==> config.mk <==
export PLATFORM = sky130hd
export DESIGN_NAME = systolic_feeder
export DESIGN_NICKNAME = d
export VERILOG_FILES = /design/src/rtl/systolic_feeder.sv
export SDC_FILE = /design/constraint.sdc
export NUM_CORES = 1
export LEC_CHECK = 0
export CAP_MARGIN = 0
export CORE_ASPECT_RATIO = 0.9
export CORE_MARGIN = 5
export CORE_UTILIZATION = 46
export CTS_CLUSTER_SIZE = 8
export DETAILED_ROUTE_END_ITERATION = 16
export GPL_TIMING_DRIVEN = 0
export PLACE_DENSITY = 0.69
export SLEW_MARGIN = 20
export SYNTH_ARGS = -nofsm -noshare
export SYNTH_HDL_FRONTEND = slang
export SYNTH_SLANG_ARGS = --single-unit
export TNS_END_PERCENT = 50
==> constraint.sdc <==
create_clock -name clk_i -period 2.5 [get_ports clk_i]
set_clock_uncertainty 0.2 [all_clocks]
set_input_delay 0.5 -clock clk_i [delete_from_list [all_inputs] [get_ports clk_i]]
set_output_delay 0.5 -clock clk_i [all_outputs]
set_load 0.005 [all_outputs]
==> src/rtl/systolic_feeder.sv <==
// Operand staging and diagonal-skew feeder for the systolic PE array.
// Holds one A and one B matrix and streams them skewed into the array's left and top edges.
module systolic_feeder #(
    parameter int DATA_WIDTH = 32,
    parameter int BUS_WIDTH  = 64
) (
    input  logic                 clk_i,
    input  logic                 rst_i,
    input  logic                 ld_valid_i,
    input  logic                 ld_sel_i,
    input  logic [((BUS_WIDTH/DATA_WIDTH) > 1 ? $clog2(BUS_WIDTH/DATA_WIDTH) : 1)-1:0] ld_row_i,
    input  logic [BUS_WIDTH-1:0] ld_data_i,
    output logic                 ld_ready_o,
    input  logic                 start_i,
    input  logic                 mode_i,
    input  logic                 release_i,
    output logic [BUS_WIDTH-1:0] left_o,
    output logic [BUS_WIDTH-1:0] up_o,
    output logic                 start_bit_o,
    output logic                 mode_bit_o,
    output logic                 done_o,
    output logic                 busy_o
);

    localparam int MAX_DIM = BUS_WIDTH / DATA_WIDTH;
    localparam int ROW_W   = (MAX_DIM > 1) ? $clog2(MAX_DIM) : 1;
    localparam int STEPS   = 3 * MAX_DIM - 2;
    localparam int T_W     = (STEPS > 1) ? $clog2(STEPS) : 1;
    localparam logic [T_W-1:0] T_LAST = T_W'(STEPS - 1);

    typedef enum logic [1:0] {
        S_IDLE,
        S_RUN,
        S_HOLD
    } state_t;

    typedef logic [DATA_WIDTH-1:0] elem_t;

    state_t         state_q, state_d;
    logic [T_W-1:0] t_q, t_d;
    elem_t          a_q [MAX_DIM][MAX_DIM];
    elem_t          a_d [MAX_DIM][MAX_DIM];
    elem_t          b_q [MAX_DIM][MAX_DIM];
    elem_t          b_d [MAX_DIM][MAX_DIM];
    logic [BUS_WIDTH-1:0] left_q, left_d;
    logic [BUS_WIDTH-1:0] up_q, up_d;
    logic           start_bit_q, start_bit_d;
    logic           mode_bit_q, mode_bit_d;
    logic           done_q, done_d;
    logic           busy_q, busy_d;
    logic           ld_ready_q, ld_ready_d;
    logic           lanes_en;

    always_comb begin
        // NOTE: every signal gets a default before any branch so no path can infer a latch.
        state_d     = state_q;
        t_d         = t_q;
        a_d         = a_q;
        b_d         = b_q;
        left_d      = '0;
        up_d        = '0;
        start_bit_d = start_bit_q;
        mode_bit_d  = mode_bit_q;
        done_d      = 1'b0;
        busy_d      = busy_q;
        ld_ready_d  = ld_ready_q;
        lanes_en    = 1'b0;

        unique case (state_q)
            S_IDLE: begin
                if (ld_valid_i) begin
                    // A load wins over a simultaneous start; start must be reasserted.
                    for (int i = 0; i < MAX_DIM; i++) begin
                        if (ld_row_i == ROW_W'(i)) begin
                            for (int j = 0; j < MAX_DIM; j++) begin
                                if (ld_sel_i) b_d[i][j] = ld_data_i[j*DATA_WIDTH +: DATA_WIDTH];
                                else          a_d[i][j] = ld_data_i[j*DATA_WIDTH +: DATA_WIDTH];
                            end
                        end
                    end
                end else if (start_i) begin
                    state_d     = S_RUN;
                    t_d         = '0;
                    start_bit_d = 1'b1;
                    mode_bit_d  = mode_i;
                    busy_d      = 1'b1;
                    ld_ready_d  = 1'b0;
                    lanes_en    = 1'b1;
                end
            end
            S_RUN: begin
                if (t_q == T_LAST) begin
                    state_d    = S_HOLD;
                    mode_bit_d = 1'b0;
                    done_d     = 1'b1;
                end else begin
                    t_d      = t_q + T_W'(1);
                    lanes_en = 1'b1;
                end
            end
            S_HOLD: begin
                if (release_i) begin
                    state_d     = S_IDLE;
                    start_bit_d = 1'b0;
                    busy_d      = 1'b0;
                    ld_ready_d  = 1'b1;
                end
            end
            default: state_d = S_IDLE;
        endcase

        // Registered lanes carry the step being entered, so step 0 shows right after start.
        if (lanes_en) begin
            for (int r = 0; r < MAX_DIM; r++) begin
                for (int k = 0; k < MAX_DIM; k++) begin
                    if (int'(t_d) == r + k) begin
                        left_d[r*DATA_WIDTH +: DATA_WIDTH] = a_q[r][k];
                        up_d[r*DATA_WIDTH +: DATA_WIDTH]   = b_q[k][r];
                    end
                end
            end
        end
    end

    always_ff @(posedge clk_i) begin
        if (rst_i) begin
            state_q     <= S_IDLE;
            t_q         <= '0;
            // NOTE: the operand stores are cleared on reset too, so an aborted run never replays stale data.
            for (int i = 0; i < MAX_DIM; i++) begin
                for (int j = 0; j < MAX_DIM; j++) begin
                    a_q[i][j] <= '0;
                    b_q[i][j] <= '0;
                end
            end
            left_q      <= '0;
            up_q        <= '0;
            start_bit_q <= 1'b0;
            mode_bit_q  <= 1'b0;
            done_q      <= 1'b0;
            busy_q      <= 1'b0;
            ld_ready_q  <= 1'b1;
        end else begin
            // NOTE: non-blocking updates keep every flop sampling pre-edge values.
            state_q     <= state_d;
            t_q         <= t_d;
            a_q         <= a_d;
            b_q         <= b_d;
            left_q      <= left_d;
            up_q        <= up_d;
            start_bit_q <= start_bit_d;
            mode_bit_q  <= mode_bit_d;
            done_q      <= done_d;
            busy_q      <= busy_d;
            ld_ready_q  <= ld_ready_d;
        end
    end

    assign left_o      = left_q;
    assign up_o        = up_q;
    assign start_bit_o = start_bit_q;
    assign mode_bit_o  = mode_bit_q;
    assign done_o      = done_q;
    assign busy_o      = busy_q;
    assign ld_ready_o  = ld_ready_q;

endmodule

==> results.toml, run 1 <==
[cells_and_area]
final_area_um2 = 17900
num_antenna_cells = 0
final_nets = 2015
area_growth_syn_to_layout_pct = 28.8
final_layout_size_suffix_gt1_frac = 0.0720

[synth]
synth_nets = 1752
synthXorXnorAreaFrac = 0
synth.area.top_cells = "dfxtp_1 56%, nand2_1 14%, a21oi_1 12%"
synth_compound_area_frac = 0.187
synth_seq_area_share = 0.563
ys_warn_count = 0
synth_mux_area_frac = 0
synth.distinct_cells = 33
avgSynthCellArea_um2 = 8.30
synth-simple-area-share = 0.192
synth_top_area_share = 0.563
synthCells = 1680
synth_top_family_by_area = "simple AND/OR/NAND/NOR gates"
ys_ff_latch = 392
synth_fa_ha_area_frac = 0
syn_area_um2 = 13900
yosysTopAreaCell = "dfxtp_1"

[grt]
gr-max-usage-layer = "met2"
grt_antenna_before_repair = 1
overflow = 0
grt.met3_usage = 0.0588
gr-usage-all-layers = 0.264
grt_pass1_vias = 12628
grt_max_degree = 14
grt_first_pass_wirelength_um = 71200
grtUsageMet1 = 0.359
met2_usage = 0.414

[cts]
tritoncts = "yes"
cts_buffers = 54
ctsLongestPathBuffers = 3
htreeDepth = 2
cts-root-buf = "clkbuf_16"
clk_latency_ps = 550
cts.sinks = 392
cts.clk_slew.worst_paths_ps = 50

[min_path]
hp-class = "flop to flop"

[pwr]
power.density_nw_per_um2 = 780
leakage_nw = 6.03
power_mw = 14.0
ir_drop_uv = 553

[critical_path]
crit_arrival_ps = 2670
crit_family = "buffers and inverters"
cp_max_fo = 10
path_cells = "clkdlybuf4s50_1, nor2b_1, buf_2, o21bai_1, a311o_1, clkbuf_4, clkbuf_2, a21oi_1"
worst-path-buf-inv = 4
path_class = "primary input to flop"
cpPeakStageDelay_ps = 510
required_ps = 2740
critPathLaunchType = "primary input"
crit_path_end_kind = "flop"
slowest_stage = "clkdlybuf4s50_1"

[detailed_routing]
vias = 13013
ant_nets = 0
drtIter0Drc = 1163
drt_pre_antenna_iters = 5
wl_per_cell_um = 19.9
vias_per_cell = 5.54
drcViolationCount = 0
wl_um = 46600

[floorplanning]
core_um2 = 29900
start_util = 0.466
core.rowCount = 60
fp.dieH_um = 175
die_w_um = 193
io-pin-count = 205
dieArea_um2 = 33900

[timing]
setup-violations-final = 0
rsz0062_at_grt = "true"
period_share = 0.973
hold_ws_ps = 253
clock.fmax_mhz = 411
tightest_slew_ps = 758
slew_viol_final = 0
finalSetupTns_ps = 0
period_minus_slack_ps = 2430
hold_violations = 0
timing.final.ws_setup_ps = 66.9
max_slew_margin = 0.495

[place]
dp_hpwl_um = 33200
port_buffers = 203
place_ws_ps = -697
placed_area_um2 = 16500
finalWeightedCongestion = 0.904

[flow_run]
maxCapViolCount = 0

[outcome]
status = "complete, no violations"
[metrics by stage]
stage                     std cells   util
after floorplan                1680      -
after global placement         2286  0.551
after detailed placement       2286  0.551
after CTS                      2347  0.600
after global routing           2347  0.601
final                          2347  0.601
[worst min-delay path, stage by stage, from the launching register on]
cell     delay, ps
dfxtp_1        300
nand2_1         50
a21oi_1         50
[registers in the layout (all words and copies together), names as in the netlist]
signal      count
a_q           128
b_q           128
left_o         64
up_o           64
state_q         2
t_q             2
busy_o          1
done_o          1
ld_ready_o      1
mode_bit_o      1
[cells in the mapped netlist (all sizes together)]
cell type	instances
nand2	517
dfxtp	392
a21oi	327
clkbuf	87
nand3	68
nor2	68
o21ai	68
a32oi	64
buf	62
inv	5
nor2b	3
o21bai	2
or3b	2
a21boi	1
a311o	1
a31o	1
and2	1
and2b	1
and3b	1
and4	1
and4b	1
nand2b	1
nand4	1
nand4b	1
nor4	1
nor4b	1
o311ai	1
or2	1
[repair_timing]
item	in CTS	in global routing
hold buffers	0	0
endpoints found under the setup margin	140	78
pin swaps	2	0
buffers inserted	4	0
gates resized for setup	5	13
[cell type report]
class,count,area [um2]
buffer,149,800
fill,2702,11900
multi-input combinational,1134,5290
clock buffer,57,1430
sequential,392,7850
inverter,5,18.8
timing repair buffer,207,2060
tap,403,504
[worst paths after layout]
| check | from | to | slack (ps) | depth (start not counted) |
|---|---|---|---|---|
| worst min register to register | b_q[96] | b_q[96] | 250 | 2 |
| worst max register to register | state_q[0] | a_q[21] | 120 | 6 |
| worst max-delay path | ld_valid_i | left_o[49] | 70 | 8 |
| worst min-delay path | b_q[96] | b_q[96] | 250 | 2 |
[cells by family after synthesis]
logic type | count (synthesis)
simple gates | 669
flops | 392
compound gates | 465
buf+inv | 154
[metal layers]
metal / up-vias / wire length, um
met4: 0 / 1790
met5: - / 0
met1: 6110 / 19500
met2: 634 / 20800
met3: 120 / 4550
li1: 6149 / -
[cells in the final DEF (no fill, tap or decap), types with 3 or more instances in the layout]
cell	n
nand2_1	517
clkbuf_16	57
buf_4	12
a21oi_1	324
nand3_1	68
a32oi_1	64
buf_2	34
inv_1	5
nor2b_1	3
buf_6	19
o21ai_1	22
dfxtp_1	392
clkdlybuf4s50_1	203
o21ai_0	46
clkbuf_1	78
nor2_1	68
clkbuf_2	8
[power by group]
part,leakage (nW),total [mW],switching (mW),internal [mW]
Combinational,2.15,1.09,0.707,0.381
Sequential,3.17,6.49,0.0796,6.41
Clock,0.702,6.43,2.49,3.94
Total,6.03,14.0,3.28,10.7
Note: power is estimated with default switching activity, not from simulation.
==> inputs of run 2 (changes only) <==
SKIP_LAST_GASP = 1   (was not set)
==> results.toml, run 2 (same netlist as run 1, synthesis figures left out) <==
[cts]
clk_latency_ps = 560
ctsHoldBuffers = 0
cts-root-buf = "clkbuf_16"
ctsLongestPathBuffers = 3
cts_buffers = 54
tritoncts = "yes"
cts.clk_slew.worst_paths_ps = 50
cts.sinks = 392
htreeDepth = 2

[pwr]
leakage_nw = 6.03
switching_power_mw = 3.29
swShare = 0.235
pwr-share-clk = 0.459
p_comb_frac = 0.078
ir_drop_uv = 557
p_seq_frac = 0.463
power_mw = 14.0
internal_power_mw = 10.7
power.density_nw_per_um2 = 781

[timing]
max_slew_margin = 0.508
tightest_slew_ps = 737
period_minus_slack_ps = 2440
clock.fmax_mhz = 410
hold_ws_ps = 250
rsz0062_at_grt = "true"
period_share = 0.977
slew_viol_final = 0
timing.final.ws_setup_ps = 58.1
hold_violations = 0
setup-violations-final = 0

[cells_and_area]
final_common_cell = "nand2_1"
final_cells = 2347
final_layout_size_suffix_gt1_frac = 0.0710
area_growth_syn_to_layout_pct = 28.8
final_nets = 2015
num_antenna_cells = 0
reg.largest.list = "a_q x128, b_q x128"
layout_common_cells = "517 x nand2_1, 392 x dfxtp_1, 325 x a21oi_1"
fillers = 2698

[detailed_routing]
drcViolationCount = 0
wl_um = 46700
wl_per_cell_um = 19.9
drt_pre_antenna_iters = 6
vias_per_cell = 5.55
drtIter0Drc = 1212
ant_nets = 0
vias = 13034

[critical_path]
crit_path_end_kind = "flop"
crit_arrival_ps = 2680
required_ps = 2740
r2r_slack_ps = 100
path_class = "primary input to flop"
cp_max_fo = 10
critPathLaunchType = "primary input"

[outcome]
status = "complete, no violations"

[floorplanning]
start_util = 0.466
die_w_um = 193
core_um2 = 29900
fp.dieH_um = 175
io-pin-count = 205
core.rowCount = 60
dieArea_um2 = 33900

[place]
dp.cells = 2286
port_buffers = 203
dp_hpwl_um = 33200
finalWeightedCongestion = 0.904
place_ws_ps = -697

[grt]
grt_pass1_vias = 12628
overflow = 0
grt_max_degree = 14
gr-usage-all-layers = 0.264
grt_antenna_before_repair = 1
grt_first_pass_wirelength_um = 71200

[min_path]
hp-class = "flop to flop"

[flow_run]
maxCapViolCount = 0
run 2: layer usage:
metal | up-vias | wire, um | track usage
li1 | 6145 | - | -
met1 | 6115 | 19500 | 0.359
met2 | 656 | 20800 | 0.414
met3 | 118 | 4630 | 0.0588
met4 | 0 | 1730 | 0.0965
met5 | - | 0 | 0
run 2: area by class of cell:
type	count	area, um2	share of cell area
buffer	149	798	0.0445
clock buffer	57	1430	0.0795
inverter	5	18.8	0.00105
multi-input combinational	1134	5290	0.295
sequential	392	7850	0.437
tap	403	504	0.0281
timing repair buffer	207	2060	0.115
run 2: worst paths after layout:
check	from	to	cells past startpoint
max	ld_valid_i	left_o[49]	8
min	b_q[19]	b_q[19]	2
min reg2reg	b_q[19]	b_q[19]	2
max reg2reg	state_q[0]	a_q[15]	6
run 2: worst max-delay path: stages:
cell	delay (ps)
clkdlybuf4s50_1	520
nor2b_1	140
buf_2	220
o21bai_1	100
a311o_1	380
clkbuf_4	270
clkbuf_2	260
a21oi_1	280
run 2: stage by stage:
| step | setup TNS [ps] | area, um2 | utilization |
|---|---|---|---|
| final | 0 | 17900 | 0.601 |
| after global routing | -297 | 17900 | 0.601 |
| after CTS | -7.28 | 17900 | 0.600 |
| after detailed placement | -154230 | 16500 | 0.551 |
| after global placement | -142010 | 16500 | 0.551 |
| after floorplan | 0 | 13900 | - |
run 2: power groups by stage:
stage	sequential, mW	combinational, mW	clock, mW
global placement	6.61	1.04	0
floorplan	6.59	0.576	0
detailed placement	6.61	1.06	0
finish	6.49	1.09	6.44
global route	6.50	1.17	6.75
CTS	6.49	1.07	6.49
run 2: timing repair:
action	in CTS	in global routing
endpoints found under the setup margin	140	86
endpoints found under the hold margin	0	0
gates resized for setup	4	12
pin swaps	2	0
buffers inserted	4	0
==> inputs of run 3 (changes only) <==
CORE_MARGIN = not set   (was 5)
GPL_TIMING_DRIVEN = 1   (was 0)
==> results.toml, run 3 (same netlist as run 1, synthesis figures left out) <==
[timing]
max_slew_margin = 0.284
setup-violations-final = 0
finalSetupTns_ps = 0
hold_violations = 0
slew_viol_final = 0
period_minus_slack_ps = 2210
period_share = 0.885
rsz0062_at_grt = "false"
clock.fmax_mhz = 452
tightest_slew_ps = 1070

[cells_and_area]
layout_common_cells = "516 x nand2_1, 392 x dfxtp_1, 326 x a21oi_1"
area_growth_syn_to_layout_pct = 27.8
reg.largest.list = "a_q x128, b_q x128"
num_antenna_cells = 0
multi_input_area_um2 = 5310
final_common_cell = "nand2_1"
area.sequential_um2 = 7850
fillers = 2672
utilization = 0.596
final_area_um2 = 17800
final_layout_size_suffix_gt1_frac = 0.0632
final_cells = 2239
final_nets = 1908

[critical_path]
crit_family = "buffers and inverters"
rr_worst_depth = 5
cpPeakStageDelay_ps = 550
worst-path-buf-inv = 1
rr_startpoint = "state_q[0]"
slowest_stage = "clkdlybuf4s50_1"
crit_path_end_kind = "output pin"
path_cells = "clkdlybuf4s50_1"
required_ps = 1800
r2r_slack_ps = 340
crit_arrival_ps = 1510
timing.rr.end = "left_o[53]"
crit_cells = 1
critPathLaunchType = "flop"
cp_max_fo = 1
path_class = "flop to output pin"

[flow_run]
maxCapViolCount = 0

[grt]
gr-usage-all-layers = 0.275
grt_max_degree = 216
grt_antenna_before_repair = 0
grt_first_pass_wirelength_um = 66500
grt_pass1_vias = 11826
overflow = 0

[detailed_routing]
vias_per_cell = 5.59
wl_um = 43000
drt_pre_antenna_iters = 5
wl_per_cell_um = 19.2
vias = 12516
drtIter0Drc = 1193
drcViolationCount = 0
ant_nets = 0

[place]
placed_area_um2 = 16400
finalWeightedCongestion = 0.847
port_buffers = 204
dp.cells = 2183
dp_hpwl_um = 27300

[floorplanning]
die_w_um = 185
core.rowCount = 60
core_um2 = 29900
start_util = 0.466
fp.dieH_um = 167
io-pin-count = 205
dieArea_um2 = 31000

[min_path]
hold_start = "rst_i"
hold_end = "b_q[127]"
hp-class = "primary input to flop"
hold_depth = 2

[cts]
htreeDepth = 2
clk_latency_ps = 550
cts_setup_buffers = 0
tritoncts = "yes"
cts.sinks = 392
ctsLongestPathBuffers = 3
cts-root-buf = "clkbuf_16"
cts_resized = 0
ctsHoldBuffers = 0
cts.clk_slew.worst_paths_ps = 50
cts_buffers = 54

[pwr]
ir_drop_uv = 516
power.density_nw_per_um2 = 776
leakage_nw = 5.90

[outcome]
status = "complete, no violations"
[run 3: layout make-up]
cell class | count | area share
clock buffer | 55 | 0.0773
tap | 403 | 0.0283
sequential | 392 | 0.440
inverter | 5 | 0.00119
clock inverter | 1 | 0.000492
multi-input combinational | 1134 | 0.298
timing repair buffer | 249 | 0.154
[run 3: how the worst max path moves through the flow]
stage,endpoint,slack [ps],startpoint
after floorplan,left_o[32],620,start_i
after global placement,left_o[53],-10,ld_valid_i
after detailed placement,left_o[53],-10,ld_valid_i
after CTS,up_o[10],260,up_o[10]
after global routing,up_o[10],250,up_o[10]
final,up_o[10],290,up_o[10]
[run 3: worst register-to-register path, stage by stage, from the launching register on]
cell	delay, ps
dfxtp_1	610
and2b_1	310
a31o_2	290
buf_4	350
o21ai_1	140
a21oi_1	190
[run 3: metrics by stage]
stage / power (mW) / hold WS [ps] / worst slack [ps]
detailed placement: 7.65 / 243 / -13.9
finish: 13.8 / 51.8 / 287
CTS: 13.9 / 33.7 / 265
global placement: 7.63 / 238 / -11.6
global route: 14.2 / 47.2 / 249
floorplan: 7.17 / 233 / 617
[run 3: where the power goes]
part           switching, mW  total [mW]  internal, mW
Combinational          0.656        1.04         0.385
Sequential            0.0843        6.50          6.41
Clock                   2.47        6.28          3.81
Total                   3.21        13.8          10.6
[run 3: metal layers]
metal  wire length (um)  part of all wire  up-vias  track usage
li1                   -                 -     5913            -
met1              18500              0.43     5962        0.384
met2              19100              0.44      548        0.411
met3               3830             0.089       93       0.0579
met4               1590             0.037        0        0.113
met5                  0                 0        -            0
